`src/rtl/mem_arbiter.sv`:
```
// Round-robin arbiter serialising whole-line transactions from the D-cache (m0)
// and I-cache (m1) onto one memory port, with a one-cycle release bubble.
module mem_arbiter #(
  parameter int ADDR_WIDTH = 32,
  parameter int LINE_WIDTH = 256
) (
  input  logic                  clk_i,
  input  logic                  rst_i,
  input  logic                  m0_enable_i,
  input  logic                  m0_write_i,
  input  logic [ADDR_WIDTH-1:0] m0_addr_i,
  input  logic [LINE_WIDTH-1:0] m0_data_i,
  output logic [LINE_WIDTH-1:0] m0_data_o,
  output logic                  m0_ack_o,
  input  logic                  m1_enable_i,
  input  logic                  m1_write_i,
  input  logic [ADDR_WIDTH-1:0] m1_addr_i,
  input  logic [LINE_WIDTH-1:0] m1_data_i,
  output logic [LINE_WIDTH-1:0] m1_data_o,
  output logic                  m1_ack_o,
  output logic                  mem_enable_o,
  output logic                  mem_write_o,
  output logic [ADDR_WIDTH-1:0] mem_addr_o,
  output logic [LINE_WIDTH-1:0] mem_data_o,
  input  logic [LINE_WIDTH-1:0] mem_data_i,
  input  logic                  mem_ack_i
);

  typedef enum logic [1:0] {IDLE, BUSY0, BUSY1, RELEASE} state_e;

  state_e                state_q, state_d;
  logic                  last_grant_q, last_grant_d;
  logic                  mem_write_q, mem_write_d;
  logic [ADDR_WIDTH-1:0] mem_addr_q, mem_addr_d;
  logic [LINE_WIDTH-1:0] mem_data_q, mem_data_d;

  always_comb begin
    state_d      = state_q;
    last_grant_d = last_grant_q;
    mem_write_d  = mem_write_q;
    mem_addr_d   = mem_addr_q;
    mem_data_d   = mem_data_q;
    case (state_q)
      IDLE: begin
        // m0 wins when alone or on a tie where m1 was served last
        if (m0_enable_i && (!m1_enable_i || last_grant_q)) begin
          state_d      = BUSY0;
          last_grant_d = 1'b0;
          mem_write_d  = m0_write_i;
          mem_addr_d   = m0_addr_i;
          mem_data_d   = m0_data_i;
        end else if (m1_enable_i) begin
          state_d      = BUSY1;
          last_grant_d = 1'b1;
          mem_write_d  = m1_write_i;
          mem_addr_d   = m1_addr_i;
          mem_data_d   = m1_data_i;
        end
      end
      BUSY0, BUSY1: if (mem_ack_i) state_d = RELEASE;
      RELEASE:      state_d = IDLE;
      default:      state_d = IDLE;
    endcase
  end

  always_ff @(posedge clk_i or negedge rst_i) begin
    if (!rst_i) begin
      state_q      <= IDLE;
      last_grant_q <= 1'b1;
      mem_write_q  <= 1'b0;
      mem_addr_q   <= '0;
      mem_data_q   <= '0;
    end else begin
      state_q      <= state_d;
      last_grant_q <= last_grant_d;
      mem_write_q  <= mem_write_d;
      mem_addr_q   <= mem_addr_d;
      mem_data_q   <= mem_data_d;
    end
  end

  // Enable comes only from registered state; acks are gated so a stray
  // memory ack outside a transaction never reaches a cache.
  assign mem_enable_o = (state_q == BUSY0) || (state_q == BUSY1);
  assign mem_write_o  = mem_write_q;
  assign mem_addr_o   = mem_addr_q;
  assign mem_data_o   = mem_data_q;
  assign m0_ack_o     = mem_ack_i && (state_q == BUSY0);
  assign m1_ack_o     = mem_ack_i && (state_q == BUSY1);
  assign m0_data_o    = mem_data_i;
  assign m1_data_o    = mem_data_i;

endmodule

```
`config.mk`:
```
export PLATFORM = sky130hd
export DESIGN_NAME = mem_arbiter
export DESIGN_NICKNAME = d
export VERILOG_FILES = /design/src/rtl/mem_arbiter.sv
export SDC_FILE = /design/constraint.sdc
export NUM_CORES = 1
export LEC_CHECK = 0
export ABC_AREA = 1
export CAP_MARGIN = 10
export CORE_AREA = 2 2 634 636
export DETAILED_ROUTE_END_ITERATION = 6
export DIE_AREA = 0 0 636 638
export RECOVER_POWER = 100
export SLEW_MARGIN = 20
export SYNTH_ARGS = -nofsm -noshare
export SYNTH_HDL_FRONTEND = slang
export SYNTH_SLANG_ARGS = --single-unit
```
`constraint.sdc`:
```
create_clock -name clk_i -period 2.79 [get_ports clk_i]
set_clock_uncertainty 0.1 [all_clocks]
set_input_delay 0.4185 -clock clk_i [delete_from_list [all_inputs] [get_ports clk_i]]
set_output_delay 0.4185 -clock clk_i [all_outputs]
set_load 0.05 [all_outputs]
```
==> key figures <==
Critical path
  • Critical Path Fanout Max: 2
  • Max incr delay on CP: 1.12 ns
  • Worst EP required: 2.27 ns
  • Critical-path cell list: dlygate4sd3_1
  • Setup crit end kind: primary output
  • Critical Path AT: 2.19 ns
  • CP Launch Type: flip-flop
  • Crit-path slowest cell: dlygate4sd3_1
  • R2r startpoint: state_q[0]$_DFFE_PN0P_
  • R2r endpoint: mem_data_o[116]$_DFFE_PN0P_
  • CP endpoint: mem_data_o[28]
  • Flop2flop setup slack: 0.30 ns
  • Delay-heaviest family, CP: buffers and inverters
  • WP buf/inv: 1
  • CP Class: flip-flop to primary output
  • Crit path launch: mem_data_o[28]$_DFFE_PN0P_
  • Levels on crit path: 1
  • Cells on worst reg2reg path: 8

Clock network
  • Clk pin slew, worst setup/hold paths: 0.06 ns
  • Setup Buffers After CTS: 0
  • Clk Latency, worst-skew pair: 0.71 ns
  • CTS root buf: clkbuf_16
  • Clock tree buffer depth: 3
  • CTS tree: done
  • Sink Count: 292
  • H-tree lvl count: 2
  • CTS buffer count: 49

Layout
  • Nets: 3893
  • Post-route cell area: 32100 µm²
  • Fraction of layout cells with a size suffix above 1: 8.10%
  • Area growth from synthesis to layout: 57.5%
  • Fillers: 46800

Power
  • LEAKAGE: 0.0134 µW
  • Pwr dens: 1200 nW/µm²
  • Clock network power share: 16.9%
  • Psw: 23700 µW
  • VDD IR max: 0.000849 V
  • Net Sw Frac: 61.9%
  • Reg power frac: 20.1%
  • Internal power: 14600 µW
  • Combinational power share: 62.9%

Floorplanning
  • Die Span Y: 638 µm
  • Row count: 232
  • Die area: 406000 µm²
  • Initial Utilization: 5.11%
  • Io pins: 1643
  • DIE WIDTH: 636 µm
  • CORE AREA: 399000 µm²

Logic synthesis
  • Synth Area in XOR/XNOR: 0%
  • Adder-cell share of the synthesized area: 0.246%
  • Post-synthesis cell area: 20400 µm²
  • Ys async rst share: 100%
  • Top FF cell, synth: dfrtp_1
  • Unique masters post-synth: 18
  • Top-count cell post-synth: nand2_1
  • Simple-Gate Fraction of Synth Area: 34.1%
  • Synth top area share: 35.8%
  • Post-synthesis compound-gate area fraction: 0.117%
  • Sequential fraction of the synthesis area: 35.9%
  • Mean Syn Cell Area: 7.45 µm²
  • Largest family of logic cells by synthesized area: simple AND/OR/NAND/NOR gates
  • Commonest cells post-synth: 882 x nand2_1, 525 x buf_4, 295 x inv_1
  • Post-Syn Instances: 2733
  • Mux cell area share after synthesis: 0%
  • Post-synth top area cell: dfrtp_1
  • Synth Net Count: 3576
  • Synth warn: 0
  • Number of synthesized flops with an enable pin: 0
  • Synth area leaders: dfrtp_1 36%, buf_4 19%, nand2_1 16%
  • Synthesized flop and latch total: 292

STA
  • Final hold violations: 0
  • Fin crit share: 97.0%
  • Rel. slew slack: -2.58%
  • Unrepaired setup endpoints after global routing: false
  • Worst-margin pin slew: 1.54 ns
  • Setup-failing EPs final: 0
  • Slew Limit Fails: 44
  • Setup_tns: 0 ns
  • Max frequency: 370 MHz
  • Post-route minimum period: 2.71 ns

Global routing
  • Vias in the first global route: 19300
  • First-pass GRT wire length: 342 mm
  • Maximum number of pins on one net before global-route repair: 111
  • Initial antenna violation count: 143
  • Grt ovf: 0
  • Total track usage: 14.2%

Outcome
  • Failing checks: capacitance limit, slew limit
  • Run status: finished with violations

Place
  • Dpl cell area: 31200 µm²
  • PortBufs: 874
  • Final HPWL DP: 272 mm
  • Final GP Congestion: 0.840

Detailed routing
  • Routed vias: 20600
  • Vias/cell: 2.46
  • DRT Pass-1 Iters: 6
  • Routed len/inst: 35.7 µm
  • Routed Antenna Nets: 0
  • Routed WL: 299 mm
  • # DRC: 0
  • Iter 0 DRT Violations: 1932

Run
  • Max Cap Violations: 1

Min path
  • Worst Hold Class: input port to flip-flop
-- worst min path at each step --
stage	startpoint	to	slack [ns]	cells past startpoint
after detailed placement	mem_data_o[91]$_DFFE_PN0P_	mem_data_o[91]$_DFFE_PN0P_	0.36	2
after CTS	m1_data_i[10]	mem_data_o[10]$_DFFE_PN0P_	0.12	5
after global routing	m1_data_i[2]	mem_data_o[2]$_DFFE_PN0P_	0.22	5
after floorplan	rst_i	mem_addr_o[0]$_DFFE_PN0P_	0.02	0
after global placement	mem_data_o[107]$_DFFE_PN0P_	mem_data_o[107]$_DFFE_PN0P_	0.36	2
final	m1_data_i[10]	mem_data_o[10]$_DFFE_PN0P_	0.22	5
-- power by group through the flow --
stage / logic, µW / clock network [µW] / registers, µW
after detailed placement: 26400 / 0 / 7760
after CTS: 26400 / 6870 / 7760
after floorplan: 7230 / 0 / 14800
after global routing: 25700 / 6900 / 7950
final: 24100 / 6480 / 7720
after global placement: 26400 / 0 / 7720
-- routing by layer --
layer | track usage [%] | share of wire, %
met2 | 22.3 | 44
met1 | 10.2 | 24
met5 | 1.25 | 0.42
met3 | 16.9 | 26
met4 | 5.78 | 5.4
-- state kept, by name, indices dropped and copies added, names as in the netlist --
| signal | count |
|---|---|
| mem_data_o | 256 |
| mem_write_o | 1 |
| state_q | 2 |
| mem_addr_o | 32 |
| last_grant_q | 1 |
-- cell type report --
type	count	area (µm²)	share of cell area, %
multi-input cells	1472	7020	21.9
repair buffers	939	8360	26.1
clock buffers	59	1330	4.13
clock inverters	28	289	0.901
diodes	22	55.1	0.172
inverters	296	1120	3.49
flip-flops and latches	292	7310	22.8
well taps	5265	6590	20.5
-- kinds of logic (layout without fill, tap and decap cells) --
kind of cell	after synthesis	in the layout
simple gates	1464	1464
buf+inv	969	1322
flops	292	292
fa+ha+maj	4	4
compound gates	4	4
other cells	0	22
-- per-stage QoR --
step | worst slack (ns) | total power (µW) | hold slack (ns) | util (%) | instances
final | 0.0843 | 38300 | 0.224 | 8.05 | 8373
after CTS | 0.0706 | 41100 | 0.121 | 8.23 | 8350
after floorplan | 1.09 | 22000 | 0.0229 | - | 2733
after global routing | 0.0623 | 40600 | 0.217 | 8.04 | 8367
after detailed placement | 0.0906 | 34100 | 0.365 | 7.82 | 8261
after global placement | 0.0775 | 34100 | 0.365 | 7.82 | 8261
-- cells in the final DEF (no fill, tap or decap), types with 4 or more instances in the layout --
cell type	count
clkbuf_2	123
clkinvlp_4	7
ha_1	4
clkbuf_1	111
nand2_1	881
clkdlybuf4s50_1	582
inv_6	7
buf_12	25
clkbuf_8	4
clkinv_2	5
dlygate4sd3_1	87
dfrtp_1	291
inv_1	295
clkinv_4	5
nand3b_1	289
buf_4	11
nand3_1	290
diode_2	22
clkbuf_16	50
-- what timing repair did --
| item | CTS | global route |
|---|---|---|
| hold buffers | 2 | 0 |
| endpoints found under the setup margin | 0 | 0 |
| hold endpoints to repair | 32 | 0 |
| resized for setup | 0 | 0 |
Power figures use the tool's default switching activity.
